$ cat src/rtl/npxl_frame_ctrl_if.sv
// Handshake and colour-fetch bus between the VU-meter frame controller and its
// environment (audio level source and NeoPixel driver).
interface npxl_frame_ctrl_if #(
    parameter int ADDR = 8
);
    logic [7:0]      i_level;
    logic            i_level_vld;
    logic            i_npxl_rdy;
    logic [ADDR-1:0] i_color_addr;
    logic [23:0]     o_color_data;
    logic            o_npxl_en;
    logic            o_frame_done;
    logic            o_overrun;
    logic            o_busy;

    modport master (
        output i_level, i_level_vld, i_npxl_rdy, i_color_addr,
        input  o_color_data, o_npxl_en, o_frame_done, o_overrun, o_busy
    );

    modport slave (
        input  i_level, i_level_vld, i_npxl_rdy, i_color_addr,
        output o_color_data, o_npxl_en, o_frame_done, o_overrun, o_busy
    );
endinterface

$ cat src/rtl/npxl_frame_ctrl.sv
// VU-meter frame scheduler: turns audio levels into a bar graph with a decaying
// peak marker in a double-buffered colour store and kicks one driver transfer per frame.
module npxl_frame_ctrl #(
    parameter int          LEDS         = 20,
    parameter int          ADDR         = 8,
    parameter int          FRAME_CYCLES = 800000,
    parameter int          DECAY_FRAMES = 4,
    parameter int          LOW_LEDS     = 12,
    parameter int          MID_LEDS     = 5,
    parameter logic [23:0] COL_LOW      = 24'h100000,
    parameter logic [23:0] COL_MID      = 24'h101000,
    parameter logic [23:0] COL_HIGH     = 24'h001000,
    parameter logic [23:0] COL_PEAK     = 24'h101010
) (
    input  logic               i_clk,
    input  logic               i_rst_n,
    npxl_frame_ctrl_if.slave   bus
);

    localparam int IW = (LEDS > 1) ? $clog2(LEDS) : 1;
    localparam int LW = ADDR + 1;
    localparam int PW = ADDR + 9;
    localparam int TW = (FRAME_CYCLES > 1) ? $clog2(FRAME_CYCLES) : 1;
    localparam int DW = (DECAY_FRAMES > 1) ? $clog2(DECAY_FRAMES) : 1;

    typedef enum logic [2:0] {
        IDLE,
        SNAP,
        BUILD,
        WAIT_RDY,
        KICK,
        DRAIN_LO,
        DRAIN_HI
    } state_t;

    state_t          state_q, state_d;
    logic [TW-1:0]   tick_cnt_q, tick_cnt_d;
    logic [7:0]      acc_q, acc_d;
    logic [LW-1:0]   lit_q, lit_d;
    logic [LW-1:0]   peak_q, peak_d;
    logic [DW-1:0]   decay_q, decay_d;
    logic [IW-1:0]   idx_q, idx_d;
    logic            front_q, front_d;
    logic            en_q, en_d;
    logic            done_q, done_d;
    logic            ovr_q, ovr_d;
    logic            busy_q, busy_d;

    logic [23:0]     buf0_q [LEDS];
    logic [23:0]     buf1_q [LEDS];

    logic            tick;
    logic            wr_en;
    logic [23:0]     wr_data;
    logic [PW-1:0]   prod;
    logic [LW-1:0]   lit_calc;
    logic [IW-1:0]   rd_idx;

    function automatic logic [23:0] bar_colour(input logic [LW-1:0] idx,
                                               input logic [LW-1:0] lit,
                                               input logic [LW-1:0] peak);
        logic [23:0] col;
        col = '0;
        if (peak != '0 && idx == peak - LW'(1)) begin
            col = COL_PEAK;
        end else if (idx < lit) begin
            if (idx < LW'(LOW_LEDS)) begin
                col = COL_LOW;
            end else if (idx < LW'(LOW_LEDS + MID_LEDS)) begin
                col = COL_MID;
            end else begin
                col = COL_HIGH;
            end
        end
        return col;
    endfunction

    always_comb begin
        tick       = (tick_cnt_q == TW'(FRAME_CYCLES - 1));
        tick_cnt_d = tick ? '0 : tick_cnt_q + TW'(1);
        prod       = PW'(acc_q) * PW'(LEDS) + PW'(255);
        lit_calc   = LW'(prod >> 8);
    end

    always_comb begin
        state_d = state_q;
        acc_d   = acc_q;
        lit_d   = lit_q;
        peak_d  = peak_q;
        decay_d = decay_q;
        idx_d   = idx_q;
        front_d = front_q;
        en_d    = 1'b0;
        done_d  = 1'b0;
        ovr_d   = tick && (state_q != IDLE);
        wr_en   = 1'b0;
        wr_data = '0;

        // A sample landing in SNAP seeds the next frame rather than being dropped.
        if (state_q == SNAP) begin
            acc_d = bus.i_level_vld ? bus.i_level : 8'd0;
        end else if (bus.i_level_vld && bus.i_level > acc_q) begin
            acc_d = bus.i_level;
        end

        case (state_q)
            IDLE: begin
                if (tick) begin
                    state_d = SNAP;
                end
            end
            SNAP: begin
                lit_d = lit_calc;
                if (lit_calc >= peak_q) begin
                    peak_d  = lit_calc;
                    decay_d = '0;
                end else if (decay_q == DW'(DECAY_FRAMES - 1)) begin
                    peak_d  = peak_q - LW'(1);
                    decay_d = '0;
                end else begin
                    decay_d = decay_q + DW'(1);
                end
                idx_d   = '0;
                state_d = BUILD;
            end
            BUILD: begin
                wr_en   = 1'b1;
                wr_data = bar_colour(LW'(idx_q), lit_q, peak_q);
                if (idx_q == IW'(LEDS - 1)) begin
                    state_d = WAIT_RDY;
                end else begin
                    idx_d = idx_q + IW'(1);
                end
            end
            WAIT_RDY: begin
                // Swap buffers on the same edge that raises the start pulse.
                if (bus.i_npxl_rdy) begin
                    state_d = KICK;
                    en_d    = 1'b1;
                    front_d = ~front_q;
                end
            end
            KICK: begin
                state_d = DRAIN_LO;
            end
            DRAIN_LO: begin
                if (!bus.i_npxl_rdy) begin
                    state_d = DRAIN_HI;
                end
            end
            DRAIN_HI: begin
                if (bus.i_npxl_rdy) begin
                    state_d = IDLE;
                    done_d  = 1'b1;
                end
            end
            default: begin
                state_d = IDLE;
            end
        endcase

        busy_d = (state_d != IDLE);
    end

    always_ff @(posedge i_clk or negedge i_rst_n) begin
        if (!i_rst_n) begin
            state_q    <= IDLE;
            tick_cnt_q <= '0;
            acc_q      <= '0;
            lit_q      <= '0;
            peak_q     <= '0;
            decay_q    <= '0;
            idx_q      <= '0;
            front_q    <= 1'b0;
            en_q       <= 1'b0;
            done_q     <= 1'b0;
            ovr_q      <= 1'b0;
            busy_q     <= 1'b0;
        end else begin
            state_q    <= state_d;
            tick_cnt_q <= tick_cnt_d;
            acc_q      <= acc_d;
            lit_q      <= lit_d;
            peak_q     <= peak_d;
            decay_q    <= decay_d;
            idx_q      <= idx_d;
            front_q    <= front_d;
            en_q       <= en_d;
            done_q     <= done_d;
            ovr_q      <= ovr_d;
            busy_q     <= busy_d;
        end
    end

    // BUILD only ever writes the buffer the driver is not reading.
    always_ff @(posedge i_clk or negedge i_rst_n) begin
        if (!i_rst_n) begin
            for (int i = 0; i < LEDS; i++) begin
                buf0_q[i] <= '0;
                buf1_q[i] <= '0;
            end
        end else if (wr_en) begin
            if (front_q) begin
                buf0_q[idx_q] <= wr_data;
            end else begin
                buf1_q[idx_q] <= wr_data;
            end
        end
    end

    // Combinational fetch: the driver samples data the cycle after it moves the address.
    always_comb begin
        rd_idx           = bus.i_color_addr[IW-1:0];
        bus.o_color_data = '0;
        if (bus.i_color_addr < ADDR'(LEDS)) begin
            bus.o_color_data = front_q ? buf1_q[rd_idx] : buf0_q[rd_idx];
        end
    end

    assign bus.o_npxl_en    = en_q;
    assign bus.o_frame_done = done_q;
    assign bus.o_overrun    = ovr_q;
    assign bus.o_busy       = busy_q;

endmodule

$ cat src/flat_wrapper.sv
// flat-port wrapper written by rule: the top's interface ports become plain ports
module npxl_frame_ctrl_flat 
#(
    parameter int          LEDS         = 20,
    parameter int          ADDR         = 8,
    parameter int          FRAME_CYCLES = 800000,
    parameter int          DECAY_FRAMES = 4,
    parameter int          LOW_LEDS     = 12,
    parameter int          MID_LEDS     = 5,
    parameter logic [23:0] COL_LOW      = 24'h100000,
    parameter logic [23:0] COL_MID      = 24'h101000,
    parameter logic [23:0] COL_HIGH     = 24'h001000,
    parameter logic [23:0] COL_PEAK     = 24'h101010
)
  (i_clk, i_rst_n, bus_i_level, bus_i_level_vld, bus_i_npxl_rdy, bus_i_color_addr, bus_o_color_data, bus_o_npxl_en, bus_o_frame_done, bus_o_overrun, bus_o_busy);
  npxl_frame_ctrl_if #(.ADDR(ADDR)) bus_i ();
  input  logic i_clk;
  input  logic i_rst_n;
  input wire logic [$bits(bus_i.i_level)-1:0] bus_i_level;
  input wire logic [$bits(bus_i.i_level_vld)-1:0] bus_i_level_vld;
  input wire logic [$bits(bus_i.i_npxl_rdy)-1:0] bus_i_npxl_rdy;
  input wire logic [$bits(bus_i.i_color_addr)-1:0] bus_i_color_addr;
  output wire logic [$bits(bus_i.o_color_data)-1:0] bus_o_color_data;
  output wire logic [$bits(bus_i.o_npxl_en)-1:0] bus_o_npxl_en;
  output wire logic [$bits(bus_i.o_frame_done)-1:0] bus_o_frame_done;
  output wire logic [$bits(bus_i.o_overrun)-1:0] bus_o_overrun;
  output wire logic [$bits(bus_i.o_busy)-1:0] bus_o_busy;
  assign bus_i.i_level = bus_i_level;
  assign bus_i.i_level_vld = bus_i_level_vld;
  assign bus_i.i_npxl_rdy = bus_i_npxl_rdy;
  assign bus_i.i_color_addr = bus_i_color_addr;
  assign bus_o_color_data = bus_i.o_color_data;
  assign bus_o_npxl_en = bus_i.o_npxl_en;
  assign bus_o_frame_done = bus_i.o_frame_done;
  assign bus_o_overrun = bus_i.o_overrun;
  assign bus_o_busy = bus_i.o_busy;
  npxl_frame_ctrl #(.LEDS(LEDS), .ADDR(ADDR), .FRAME_CYCLES(FRAME_CYCLES), .DECAY_FRAMES(DECAY_FRAMES), .LOW_LEDS(LOW_LEDS), .MID_LEDS(MID_LEDS), .COL_LOW(COL_LOW), .COL_MID(COL_MID), .COL_HIGH(COL_HIGH), .COL_PEAK(COL_PEAK)) u_core (.i_clk(i_clk), .i_rst_n(i_rst_n), .bus(bus_i));
endmodule
$ cat config.mk
export PLATFORM = sky130hd
export DESIGN_NAME = npxl_frame_ctrl_flat
export DESIGN_NICKNAME = d
export VERILOG_FILES = /design/src/rtl/npxl_frame_ctrl_if.sv /design/src/rtl/npxl_frame_ctrl.sv /design/src/flat_wrapper.sv
export SDC_FILE = /design/constraint.sdc
export NUM_CORES = 1
export LEC_CHECK = 0
export CORE_MARGIN = 4
export CORE_UTILIZATION = 43
export DETAILED_ROUTE_END_ITERATION = 6
export PLACE_DENSITY_LB_ADDON = 0.12
export SLEW_MARGIN = 0
export SYNTH_ARGS = -nofsm -noshare
export SYNTH_HDL_FRONTEND = slang
export SYNTH_SLANG_ARGS = --single-unit
$ cat constraint.sdc
create_clock -name i_clk -period 4.8 [get_ports i_clk]
set_input_delay 0.96 -clock i_clk [delete_from_list [all_inputs] [get_ports i_clk]]
set_output_delay 0.96 -clock i_clk [all_outputs]
set_load 0.01 [all_outputs]
==> results.py <==
metrics = {
    "setup_path": {
        "path_common_cell": "ha_1",
        "critPathKind": "register to register",
        "crit_path_max_incr_delay_ps": 530,
        "worst-endpoint-required_ps": 5120,
        "endpoint_kind": "register",
        "timing.rr.start": "u_core.acc_q[1]$_DFFE_PN0P_",
        "critical-path-top-delay-family": "simple AND/OR/NAND/NOR gates",
        "path_cells": "ha_1 > ha_1 > fa_1 > or4_1 > nor3_1 > nor3_1 > nand2_1 > xnor2_1 > ha_1 > a21o_1 > a31oi_1 > o21ai_0 > and2_1 > o21ai_0 > a221o_1",
        "crit_start": "u_core.acc_q[1]$_DFFE_PN0P_",
        "crit_buf_inv": 0,
        "arrival_ps": 4760,
        "critPathLaunchType": "register",
        "critPathSlowestCell": "or4_1",
        "critPathMaxFanout": 11,
    },
    "logic_synthesis": {
        "syn_avg_cell_area_sq_um": 9.986,
        "ys_seq_area_share_pct": 46.85,
        "synth_cell_types": 61,
        "syn_area_sq_mm": 0.009507,
        "async_reset_ff_share_pct": 100.0,
        "synth_edf_count": 0,
        "ys_warn_count": 0,
        "ys_ff_latch": 178,
        "syn_inst": 952,
        "synth_flop_cell": "dfrtp_1",
    },
    "pwr": {
        "power.switching_w": 0.002438,
        "irDropWorstVdd_mv": 0.4232,
        "switching_share_pct": 40.46,
        "internal-power_w": 0.003588,
        "power_density_mw_per_mm2": 570.4,
        "p_seq_share_pct": 35.6,
        "p_comb_share_pct": 40.8,
        "p_clk_share_pct": 23.6,
        "design_power_total_w": 0.006026,
        "power_leakage_nw": 4.847,
    },
    "clock_network": {
        "ctsRootBufferMaster": "clkbuf_16",
        "cts-buffers-inserted": 17,
        "cts_resized": 0,
        "post_cts_buffers": 0,
        "clock_sinks": 178,
        "clk_path_buf_depth": 2,
        "cts_tree": "done",
        "clkSlewWorstSetupHoldPaths_ps": 70,
        "h-tree-depth": 4,
        "clock_latency_ps": 430,
        "cts_hold_buffers": 0,
    },
    "route": {
        "drc": 0,
        "drt_first_pass_iters": 5,
        "drt-total-wl_um": 21460,
        "vias_per_cell": 5.421,
        "drt-wirelength-per-cell_um": 17.06,
        "final_antenna_net_count": 0,
        "routed-via-count": 6820,
        "drt_iter0_drc": 369,
    },
    "global_route": {
        "antenna_found_initial": 0,
        "grt_pass1_wl_um": 36050,
        "grt.total_usage_pct": 18.39,
        "overflow": 0,
        "grt_max_degree": 80,
        "grt_pass1_vias": 6829,
    },
    "final_layout": {
        "nNetsFinal": 1023,
        "layout-drive-gt1-share_pct": 9.611,
        "layout.cells.most_common": "dfrtp_1",
        "areaGrowthSynthToFinish_pct": 11.13,
        "fillers": 2040,
        "final_cell_mix": "178 x dfrtp_1, 113 x nor2_1, 91 x nand2_1, 69 x a21oi_1, 62 x o21ai_0",
        "diodes": 0,
    },
    "floorplan": {
        "fp.dieW_um": 156.7,
        "initial_core_util_pct": 43.70,
        "die_y_um": 156.7,
        "row_count": 54,
        "die-area_sq_mm": 0.02455,
        "core-area_sq_mm": 0.02176,
        "boundaryPins": 48,
    },
    "min_path": {
        "hp-class": "register to register",
        "min_from": "u_core.buf0_q[468]$_DFFE_PN0P_",
    },
    "timing": {
        "period_share_pct": 92.58,
        "finalSetupTns_ps": 0,
        "hold_viol_final": 0,
        "rsz0062_at_grt": "false",
        "slew_headroom_pct": 35.37,
        "fmax_mhz": 225.0,
        "fin_crit_ps": 4444,
        "clock_skew_ps": 11.19,
        "worst_pin_slew_ps": 962.0,
        "setup_viol": 0,
        "slew_viol_final": 0,
    },
    "flow_run": {
        "maxCapViolCount": 0,
    },
    "outcome": {
        "outcome": "completed",
    },
    "placed_design": {
        "gp_congestion": 0.7687,
        "dp_hpwl_um": 14740,
        "io_buffers": 26,
    },
}
final timing paths:
kind / to / slack (ps) / cells past startpoint
hold reg to reg: u_core.buf0_q[468]$_DFFE_PN0P_ / 480 / 1
hold / removal: u_core.buf0_q[468]$_DFFE_PN0P_ / 480 / 1
max in group asynchronous: u_core.lit_q[4]$_DFFE_PN0P_ / 3400 / 2
setup reg to reg: u_core.peak_q[1]$_DFFE_PN0P_ / 360 / 15
setup / recovery: u_core.peak_q[1]$_DFFE_PN0P_ / 360 / 15
min in group asynchronous: u_core.buf1_q[52]$_DFFE_PN0P_ / 510 / 1
sequential cells by signal (all words and copies together) (netlist names), 2 cells and up:
signal and count:
u_core.idx_q 5, u_core.state_q 3, u_core.buf0_q 60, u_core.tick_cnt_q 20, u_core.decay_q 2, u_core.lit_q 6
u_core.buf1_q 60, u_core.peak_q 9, u_core.acc_q 8
worst register-to-register path, stage by stage, from the launching register on:
cell	delay, ps
dfrtp_1	410
ha_1	310
ha_1	240
fa_1	430
or4_1	530
nor3_1	190
nor3_1	140
nand2_1	90
xnor2_1	120
ha_1	340
a21o_1	110
a31oi_1	40
o21ai_0	430
and2_1	440
o21ai_0	180
a221o_1	340
synthesized netlist by cell type, drive strengths merged (2+ instances only):
library cell / number / area share, %
nor2b: 9 / 0.59
buf: 33 / 2.6
a21oi: 69 / 3.6
clkbuf: 36 / 1.4
or4: 3 / 0.24
xnor2: 16 / 1.5
a21boi: 3 / 0.24
nor3b: 4 / 0.32
and4b: 2 / 0.21
nor3: 17 / 0.89
nor4bb: 2 / 0.21
nand2: 91 / 3.6
nand2b: 8 / 0.53
inv: 30 / 1.2
o31ai: 12 / 0.95
nand3: 37 / 1.9
o22ai: 2 / 0.13
mux2: 9 / 1.1
dfrtp: 178 / 47
mux2i: 19 / 2.0
a221o: 3 / 0.32
nand4: 5 / 0.33
or2: 2 / 0.13
a31oi: 6 / 0.39
o21a: 4 / 0.32
and4: 2 / 0.18
and2: 2 / 0.13
nor4: 5 / 0.33
a21o: 26 / 2.1
a211oi: 9 / 0.71
o21bai: 2 / 0.16
nor2: 113 / 4.5
or3: 5 / 0.33
ha: 37 / 4.9
and3: 8 / 0.53
xor2: 13 / 1.2
o21ai: 77 / 4.1
nor4b: 5 / 0.46
mux4: 30 / 7.1
metrics by stage:
step                      cell area, sq um  utilization (%)  setup slack [ps]  cells  hold WS [ps]
final                                10570            48.56             356.0   1258         476.4
after global routing                 10570            48.56             15.84   1258         494.1
after CTS                            10570            48.56             353.7   1258         481.2
after detailed placement              9972            45.84             343.5   1226         464.3
after global placement                9972            45.84             347.2   1226         459.1
after floorplan                       9585                -             855.5    973         444.1
routing by layer:
layer / global-route usage (%) / part of all wire [%] / vias up / routed length [um]
met1: 26.09 / 49 / 3336 / 10540
li1: - / - / 3378 / -
met5: 0 / 0 / - / 0
met2: 28.88 / 46 / 93 / 9948
met4: 4.504 / 0.89 / 0 / 190
met3: 4.148 / 3.6 / 13 / 777
final cells by class:
class                   count  area (sq um)  area share (%)
multi-input cells         696          4641           43.92
flip-flops and latches    178          4454           42.16
clock buffers              18         429.2           4.062
repair buffers             42         414.1           3.920
well taps                 280         350.3           3.316
clock inverters            14         163.9           1.551
inverters                  30         112.6           1.066
logic make-up after synthesis:
group / share of synthesized area, %
compound gates: 14.39
simple gates: 15.58
other cells: 0.03945
buf+inv: 5.212
flops: 46.85
fa+ha+maj: 5.080
mux: 10.17
xor+xnor: 2.672
power groups by stage:
stage,clock network (W),registers [W],logic [W]
6_report,0.00142,0.00214,0.00246
3_5_place_dp,0,0.00217,0.00246
4_1_cts,0.00147,0.00215,0.00247
3_3_place_gp,0,0.00217,0.00241
5_1_grt,0.00153,0.00220,0.00280
2_1_floorplan,0,0.00200,0.00202
No activity file was read; power rests on OpenSTA's default activity.
